File: config.mk
export PLATFORM = sky130hd
export DESIGN_NAME = fetch_ctrl
export DESIGN_NICKNAME = d
export VERILOG_FILES = /design/src/rtl/fetch_ctrl.sv
export SDC_FILE = /design/constraint.sdc
export NUM_CORES = 1
export LEC_CHECK = 0
export BUFFER_PORTS_ARGS = -buffer_cell sky130_fd_sc_hd__buf_2
export CORE_ASPECT_RATIO = 0.5
export CORE_MARGIN = 1
export CORE_UTILIZATION = 40
export CTS_CLUSTER_SIZE = 14
export DETAILED_ROUTE_END_ITERATION = 8
export SLEW_MARGIN = 5
export SYNTH_ARGS = -nofsm -noshare
export SYNTH_HDL_FRONTEND = slang
export SYNTH_SLANG_ARGS = --single-unit
File: constraint.sdc
create_clock -name clk -period 25.1 [get_ports clk]
set_input_delay 3.765 -clock clk [delete_from_list [all_inputs] [get_ports clk]]
set_output_delay 3.765 -clock clk [all_outputs]
set_load 0.01 [all_outputs]
File: src/rtl/fetch_ctrl.sv
// fetch_ctrl: owns the fetch PC, issues in-order imem requests, kills stale responses after redirects
// and buffers {pc,instr} pairs toward decode. Define FENCE_I_FLUSH_EN for fence.i flush/restart sequencing.
module fetch_ctrl #(
    parameter int unsigned     PC_W            = 48,
    parameter logic [PC_W-1:0] RESET_PC        = '0,
    parameter int unsigned     FETCH_Q_DEPTH   = 4,
    parameter int unsigned     MAX_OUTSTANDING = 2
) (
    input  logic            clk,
    input  logic            reset,
    input  logic            redirect_i,
    input  logic [PC_W-1:0] redirect_pc_i,
    output logic [PC_W-1:0] bp_pc_o,
    input  logic            bp_taken_i,
    input  logic [PC_W-1:0] bp_target_i,
    output logic            imem_req_o,
    output logic [PC_W-1:0] imem_addr_o,
    input  logic            imem_gnt_i,
    input  logic            imem_rvalid_i,
    input  logic [31:0]     imem_rdata_i,
    output logic            dec_valid_o,
    output logic [PC_W-1:0] dec_pc_o,
    output logic [31:0]     dec_instr_o,
    input  logic            dec_ready_i
`ifdef FENCE_I_FLUSH_EN
    ,
    input  logic            fence_i_req_i,
    input  logic [PC_W-1:0] fence_i_pc_i,
    output logic            fence_i_done_o
`endif
);
    localparam int QW = $clog2(FETCH_Q_DEPTH);
    localparam int CW = QW + 1;
    localparam int SW = CW + 1;
    localparam int OW = $clog2(MAX_OUTSTANDING + 1);
    localparam int IW = (MAX_OUTSTANDING > 1) ? $clog2(MAX_OUTSTANDING) : 1;

`ifdef FENCE_I_FLUSH_EN
    typedef enum logic [1:0] {IDLE, RUN, FENCE_WAIT, FENCE_RESTART} state_t;
`else
    typedef enum logic {IDLE, RUN} state_t;
`endif

    state_t          r_state;
    logic [PC_W-1:0] r_fetch_pc;
    logic [OW-1:0]   r_out;
    logic [OW-1:0]   r_kill;
    logic [PC_W-1:0] r_if_pc [MAX_OUTSTANDING];
    logic [IW-1:0]   r_if_wp;
    logic [IW-1:0]   r_if_rp;
    logic [PC_W-1:0] r_q_pc [FETCH_Q_DEPTH];
    logic [31:0]     r_q_instr [FETCH_Q_DEPTH];
    logic [QW-1:0]   r_q_wp;
    logic [QW-1:0]   r_q_rp;
    logic [CW-1:0]   r_q_cnt;
    logic            w_fence;
    logic            w_flush;
    logic            w_issue;
    logic            w_push;
    logic            w_pop;

`ifdef FENCE_I_FLUSH_EN
    logic [PC_W-1:0] r_fence_pc;
    logic            r_fence_done;
    assign w_fence        = r_state == RUN && fence_i_req_i;
    assign fence_i_done_o = r_fence_done;
`else
    assign w_fence = 1'b0;
`endif

    // Credit rule: every granted request already owns a FIFO slot, so responses can never overflow.
    always_comb begin
        dec_valid_o = r_q_cnt != '0;
        dec_pc_o    = r_q_pc[r_q_rp];
        dec_instr_o = r_q_instr[r_q_rp];
        bp_pc_o     = r_fetch_pc;
        imem_addr_o = r_fetch_pc;
        w_flush     = redirect_i || w_fence;
        imem_req_o  = r_state == RUN && !w_flush && r_out < OW'(MAX_OUTSTANDING)
                      && {1'b0, r_q_cnt} + SW'(r_out) < SW'(FETCH_Q_DEPTH);
        w_issue     = imem_req_o && imem_gnt_i;
        w_push      = imem_rvalid_i && r_kill == '0 && !w_flush;
        w_pop       = dec_valid_o && dec_ready_i && !w_flush;
    end

    always_ff @(posedge clk) begin
        if (reset) begin
            r_state    <= IDLE;
            r_fetch_pc <= RESET_PC;
            r_out      <= '0;
            r_kill     <= '0;
            r_if_wp    <= '0;
            r_if_rp    <= '0;
            r_q_wp     <= '0;
            r_q_rp     <= '0;
            r_q_cnt    <= '0;
`ifdef FENCE_I_FLUSH_EN
            r_fence_pc   <= '0;
            r_fence_done <= 1'b0;
`endif
        end else begin
            r_out  <= r_out + OW'(w_issue) - OW'(imem_rvalid_i);
            // On a flush everything still in flight is stale, including what arrives later.
            r_kill <= w_flush ? r_out - OW'(imem_rvalid_i)
                    : (imem_rvalid_i && r_kill != '0) ? r_kill - OW'(1) : r_kill;
            if (w_issue) begin
                r_if_pc[r_if_wp] <= r_fetch_pc;
                r_if_wp          <= r_if_wp == IW'(MAX_OUTSTANDING - 1) ? '0 : r_if_wp + IW'(1);
            end
            if (imem_rvalid_i)
                r_if_rp <= r_if_rp == IW'(MAX_OUTSTANDING - 1) ? '0 : r_if_rp + IW'(1);
            if (w_push) begin
                r_q_pc[r_q_wp]    <= r_if_pc[r_if_rp];
                r_q_instr[r_q_wp] <= imem_rdata_i;
            end
            r_q_wp     <= w_flush ? '0 : r_q_wp + QW'(w_push);
            r_q_rp     <= w_flush ? '0 : r_q_rp + QW'(w_pop);
            r_q_cnt    <= w_flush ? '0 : r_q_cnt + CW'(w_push) - CW'(w_pop);
            r_fetch_pc <= redirect_i ? redirect_pc_i
                        : w_issue ? (bp_taken_i ? bp_target_i : r_fetch_pc + PC_W'(4)) : r_fetch_pc;
`ifdef FENCE_I_FLUSH_EN
            r_fence_done <= r_state == FENCE_RESTART && !redirect_i;
            case (r_state)
                IDLE: r_state <= RUN;
                RUN: begin
                    if (w_fence && !redirect_i) begin
                        r_state    <= FENCE_WAIT;
                        r_fence_pc <= fence_i_pc_i;
                    end
                end
                FENCE_WAIT: r_state <= redirect_i ? RUN : r_out == '0 ? FENCE_RESTART : FENCE_WAIT;
                default: begin
                    r_state <= RUN;
                    if (!redirect_i)
                        r_fetch_pc <= r_fence_pc;
                end
            endcase
`else
            r_state <= RUN;
`endif
        end
    end

    always_ff @(posedge clk)
        if (!reset)
            assert (!(w_push && r_q_cnt == CW'(FETCH_Q_DEPTH)));

endmodule
==> results of run 1 <==
## metrics by stage
| stage | cells | util | cell area, um2 | total power [mW] | hold slack [ps] |
|---|---|---|---|---|---|
| CTS | 2100 | 0.480 | 22800 | 1.68 | 543 |
| global placement | 2021 | 0.452 | 21500 | 1.03 | 506 |
| global route | 2102 | 0.480 | 22800 | 1.72 | 572 |
| floorplan | 1164 | - | 19600 | 0.986 | 480 |
| detailed placement | 2021 | 0.452 | 21500 | 1.04 | 521 |
| finish | 2102 | 0.480 | 22800 | 1.66 | 540 |
## state kept, by name (all words and copies together) (netlist names), named ones only
signal / count
bp_pc_o: 48
r_if_pc: 96
r_if_rp: 1
r_if_wp: 1
r_kill: 2
r_out: 2
r_q_cnt: 3
r_q_instr: 128
r_q_pc: 192
r_q_rp: 2
r_q_wp: 2
r_state: 1
## area by class of cell
| class | instances | area [um2] |
|---|---|---|
| timing repair buffer | 333 | 1720 |
| inverter | 19 | 71.3 |
| clock inverter | 18 | 161 |
| multi-input combinational | 552 | 5140 |
| clock buffer | 61 | 1190 |
| antenna | 2 | 5.00 |
| tap | 638 | 798 |
| sequential | 479 | 13800 |
| fill | 4047 | 24700 |
## cell usage after synthesis, types with 5 or more instances
master and instances:
a211oi_1 20, a21oi_1 35, a221oi_1 5, a311oi_1 6, a31o_2 5, and2_1 5, and3_1 11, and4_1 8
buf_1 15, buf_2 9, buf_4 49, clkbuf_1 37, dfxtp_1 63, edfxtp_1 416, ha_1 8, inv_1 18
mux2_2 49, mux2i_1 6, mux4_2 80, nand2_1 33, nand2b_1 6, nand3_1 33, nand4_1 13, nor2_1 40
nor3_1 27, nor4_1 14, o21ai_0 33, o22ai_1 16, o31ai_1 5, or3_1 7, xnor2_1 11
## worst max-delay path, stage by stage
cell	delay, ps
buf_2	320
nor4b_2	510
and3_1	240
buf_2	130
## cells in the final DEF (no fill, tap or decap), types with 4 or more instances in the layout
cell	instances
a311oi_1	6
a221oi_1	5
clkbuf_16	45
clkinv_1	9
buf_4	21
o31ai_1	5
nand2_1	33
o21ai_0	33
mux4_2	80
clkinv_2	5
o22ai_1	16
inv_1	18
and2_1	5
or3_1	7
a31oi_1	4
a211oi_1	20
nor3_1	26
buf_2	312
o21a_1	4
mux2_2	49
nand4_1	13
and3_1	9
nor4_1	12
dfxtp_1	60
and4_1	8
clkbuf_1	16
a21oi_1	35
xnor2_1	11
nor2_1	39
ha_1	8
a31o_2	5
nand2b_1	6
o211ai_1	4
edfxtp_1	416
o221ai_1	4
mux2i_1	6
nand3_1	33
## power by group through the flow
stage / Sequential (mW) / Clock, mW / Combinational [mW]
detailed placement: 0.925 / 0 / 0.111
finish: 0.908 / 0.641 / 0.111
floorplan: 0.918 / 0 / 0.0685
CTS: 0.908 / 0.657 / 0.111
global route: 0.910 / 0.687 / 0.120
global placement: 0.923 / 0 / 0.108
## per-layer routing
metal | part of all wire | vias to the layer above
met4 | 0.033 | 0
met2 | 0.52 | 378
met5 | 0 | -
met1 | 0.40 | 6098
met3 | 0.049 | 105
li1 | - | 5193
## cells by family after synthesis
| logic type | after synthesis | synth area share |
|---|---|---|
| mux | 135 | 0.123 |
| flops | 479 | 0.703 |
| buf+inv | 133 | 0.0368 |
| compound gates | 177 | 0.0624 |
| simple gates | 218 | 0.0625 |
| xor+xnor | 13 | 0.00582 |
| fa+ha+maj | 9 | 0.00614 |
## final timing paths
path	from	to	cells past startpoint
max	redirect_i	imem_req_o	4
min	r_if_rp	register	2
max reg2reg	r_out[1]	r_out[1]	11
min reg2reg	r_if_rp	register	2
==> metrics.csv, run 1 <==
metric,value,unit
Yosys top cell by area,edfxtp_1,
final layout net count,1574,
Int Power,1.29,mW
Post-DRT Antenna Nets,0,
Setup-failing EPs final,0,
Sw Ratio,0.222,
predominant post-synthesis flop cell,edfxtp_1,
Post-Syn Instances,1164,
max cap viols,0,
Flop pwr share,0.547,
die area,49900,um2
Sw Pwr,368,uW
met2 usage,0.344,
worst reg-to-reg setup slack,21940,ps
Clock Tree Buf Depth,3,
met1 Use GR,0.239,
Crit Path Category,primary input to primary output,
DP Wirelength,31200,um
initial antenna violation count,2,
post-synthesis register bit count,479,
Post-synth EDFFs,416,
final worst-path cycle share,0.349,
Setup Buffers After CTS,0,
Critical Path AT,4990,ps
startpoint types,primary input,
Final min period,8750,ps
H-tree depth,2,
Initial Util,0.411,
final WL,49000,um
vias in the first global route,12000,
Slew headroom,0.253,
status,"finished, violations left",
initial drt markers,937,
Area Growth Syn to Fin,16.7,%
Synth Net Count,1308,
TritonRoute pass-1 iters,7,
Die X,315,um
Fmax,114,MHz
worst vdd ir,0.0368,mV
Mapped Area,19600,um2
cts hold-fix bufs,0,
Placer Congestion,0.888,
Root Driver,clkbuf_16,
Worst Path Max Fanout,35,
M3 GR Usage,0.0305,
Via density,5.60,
measured slew at the worst slew-check pin,1120,ps
unrepaired setup endpoints after global routing,false,
clock network fraction of total power,0.386,
Post-synth ARST share,0,
failing checks,DRC,
CP Capture Type,primary output,
clk sink count,479,
Global Route Usage Sum,0.194,
post-cts repair resize count,0,
Final Worst Setup Slack,16350,ps
Std-Cell Core Area,47600,um2
largest net degree at the start of global routing,67,
vias,11800,
Synth top area share,0.638,
WP data required,21330,ps
num rows,56,
Top-Level Pins,313,
clock buffer count from CTS,45,
Hold Fails Final Rpt,0,
clk slew on worst S/H paths,70,ps
pre-CTS setup slack,16360,ps
GR Overflow Total,0,
power per cell area,72.7,nW/um2
"Slew Viols, Final",0,
"Avg Cell Area, Syn",16.8,um2
share of layout cells above drive strength 1,0.378,
GRT Max-Usage Layer,met2,
Pleak,7.84,nW
DRC errors left,7,
post-synthesis sequential area ratio,0.703,
CTS tree,built,
Clock Latency Late Sink,560,ps
type of the tightest min-delay check,register to register,
combinational share of power,0.067,
Buffers on Ports,312,
Max Clock Skew,40.8,ps
unique cell type count in the Yosys netlist,79,
first-pass GRT wire length,72400,um
Die Span Y,158,um
Yosys warnings,0,
routed len/inst,23.3,um
setup TNS,0,ps
top post-synthesis cells by area,"edfxtp_1, mux4_2, dfxtp_1",
Power figures use the tool's default switching activity.
==> run 2, diff against run 1 <==
Settings changed: ABC_AREA set to 1.
Clock period 25.1 ns to 7.05 ns, I/O delays scaled along.
==> run 2 against run 1 <==
Effect of this change:
- the flow now finishes without violations
- die area is 2.8% higher
- largest power group unchanged
- global-route usage is 0.72 points higher
- core utilization is 0.58 points lower
- critical endpoint is now dec_pc_o[26]
- largest cell class unchanged
- hold slack worse by 6.2 ps
- setup slack worse by 14000 ps
- highest routed layer unchanged
- combinational power grew to 3.5 times the previous value
==> metrics.csv, run 2 <==
metric,value,unit
status,finished clean,
Critical Path AT,3320,ps
largest net degree at the start of global routing,106,
power per cell area,253,nW/um2
Sw Pwr,1.37,mW
Synth Net Count,1883,
Synth top area share,0.621,
top post-synthesis cells by area,"edfxtp_1, dfxtp_1, nor2_1",
setup TNS,0,ps
final worst-path cycle share,0.620,
worst vdd ir,0.118,mV
area of the multi-input gates,5390,um2
Post-DRT Antenna Nets,0,
first-pass GRT wire length,78700,um
unrepaired setup endpoints after global routing,false,
Clock Latency Late Sink,570,ps
WP data required,5990,ps
crit-path cells,inv_4 > buf_4 > o21ai_0 > o22ai_1 > buf_2,
"most common cell after layout, fill and taps aside",edfxtp_1,
TritonRoute pass-1 iters,5,
Fmax,229,MHz
Int Power,4.53,mW
clock network fraction of total power,0.384,
register area,13800,um2
measured slew at the worst slew-check pin,1070,ps
Clock Tree Buf Depth,3,
GR Overflow Total,0,
clk slew on worst S/H paths,60,ps
vias,13900,
routed len/inst,19.7,um
Initial Util,0.410,
clock buffer count from CTS,44,
Pleak,8.22,nW
post-cts repair resize count,0,
Yosys top cell by area,edfxtp_1,
Crit-path slowest cell,inv_4,
"Avg Cell Area, Syn",11.6,um2
Buffers on Ports,312,
Slew headroom,0.288,
CP Capture Type,primary output,
Flop pwr share,0.549,
share of layout cells above drive strength 1,0.231,
Mapped Area,20100,um2
predominant post-synthesis flop cell,edfxtp_1,
post-synthesis sequential area ratio,0.683,
cts hold-fix bufs,0,
worst reg-to-reg setup slack,3990,ps
CTS tree,built,
DRC errors left,0,
Sw Ratio,0.232,
num rows,57,
Critical R2R Capture,bp_pc_o[19],
filler instances,4421,
Hold Fails Final Rpt,0,
Placer Congestion,0.883,
most common cell in the netlist,edfxtp_1,
H-tree depth,2,
Post-synth ARST share,0,
Max Clock Skew,18.5,ps
RR Startpoint,r_out[1],
biggest regs,"r_q_pc (192), r_q_instr (128), r_if_pc (96)",
Die X,319,um
post-synthesis register bit count,479,
max cap viols,0,
Yosys warnings,0,
"top cells by count, synth","edfxtp_1, nor2_1, nand2_1",
Worst Setup SP,r_q_rp[0],
Post-synth EDFFs,416,
Post-Syn Instances,1739,
Setup-failing EPs final,0,
area of placed instances,21900,um2
Via density,5.24,
Std-Cell Core Area,49100,um2
Crit Path Category,register to primary output,
startpoint types,register,
crit-path max cell delay,820,ps
Setup Buffers After CTS,0,
die area,51300,um2
final WL,52300,um
Critical path destination,dec_pc_o[26],
final layout net count,2117,
Root Driver,clkbuf_16,
max reg flops,192,
Worst Path Max Fanout,105,
clk sink count,479,
combinational share of power,0.067,
Area Growth Syn to Fin,15.6,%
Global Route Usage Sum,0.201,
Die Span Y,161,um
"Slew Viols, Final",0,
worst reg2reg path depth,10,
Final min period,4370,ps
vias in the first global route,13100,
Top-Level Pins,313,
"final std cell area, no fill",23300,um2
Largest Register,r_q_pc,
initial antenna violation count,1,
most frequent cells in the layout,"edfxtp_1, buf_2, nor2_1",
unique cell type count in the Yosys netlist,36,
initial drt markers,1064,
DP Wirelength,31700,um
type of the tightest min-delay check,register to register,
[run 2: cell types whose count changed in the layout (fill, tap and decap cells not counted), moves of 25 or more]
cell / before / now
inv_1: 18 / 64
nand2_1: 33 / 205
o22ai_1: 16 / 111
a21oi_1: 35 / 75
nor3_1: 26 / 1
nor2_1: 39 / 274
mux4_2: 80 / 0
o21ai_0: 33 / 181
[run 2: worst min-delay path by stage]
stage          slack [ps]  startpoint  cells after the start  endpoint
6_report              530     r_if_wp                      2   r_if_wp
5_1_grt               560     r_if_wp                      2   r_if_wp
4_1_cts               530     r_if_rp                      2   r_if_rp
3_5_place_dp          520     r_if_rp                      2   r_if_rp
3_3_place_gp          510     r_if_wp                      2   r_if_wp
2_1_floorplan         460     r_if_wp                      2   r_if_wp
[run 2: critical path: cells and delay by family (launching register included)]
family / cells / cell delay [ps]
DFF: 1 / 580
buffers and inverters: 3 / 1650
AOI/OAI and AO/OA: 2 / 440
[run 2: power by group through the flow]
stage | combinational (mW) | sequential [mW] | clock [mW]
floorplan | 0.250 | 3.26 | 0
global placement | 0.393 | 3.30 | 0
detailed placement | 0.397 | 3.30 | 0
CTS | 0.398 | 3.24 | 2.32
global route | 0.436 | 3.24 | 2.41
finish | 0.393 | 3.24 | 2.26
[run 2: logic make-up (layout without fill, tap and decap cells)]
family / after synthesis / in the layout / synth area share
buffers and inverters: 208 / 475 / 0.0510
AOI/OAI and AO/OA: 407 / 407 / 0.112
DFF: 479 / 479 / 0.683
other: 0 / 1 / 0
and+or+nand+nor: 580 / 580 / 0.118
xor gates and xnor gates: 8 / 8 / 0.00348
adders and majority gates: 9 / 9 / 0.00597
muxes: 48 / 48 / 0.0269
[run 2: per-layer routing]
metal | routed length, um | GRT usage | vias up
met3 | 2640 | 0.0314 | 69
met2 | 25700 | 0.340 | 334
met1 | 23100 | 0.273 | 6805
met5 | 0 | 0 | -
met4 | 852 | 0.0459 | 0
li1 | - | - | 6699
[run 2: layout make-up]
type	count	share of cell area
timing repair buffer	327	0.0730
clock buffer	57	0.0508
clock inverter	22	0.00677
sequential	479	0.591
tap	649	0.0349
antenna	1	0.000108
inverter	69	0.0115
multi-input combinational	1052	0.232
[run 2: through the flow]
step | setup slack (ps) | instances | power [mW] | util | hold WS [ps]
2_1_floorplan | -507 | 1739 | 3.51 | - | 464
3_3_place_gp | 3010 | 2576 | 3.69 | 0.447 | 506
3_5_place_dp | 2950 | 2576 | 3.70 | 0.447 | 515
4_1_cts | 2600 | 2655 | 5.95 | 0.474 | 531
5_1_grt | 2440 | 2656 | 6.09 | 0.474 | 559
6_report | 2680 | 2656 | 5.89 | 0.474 | 533
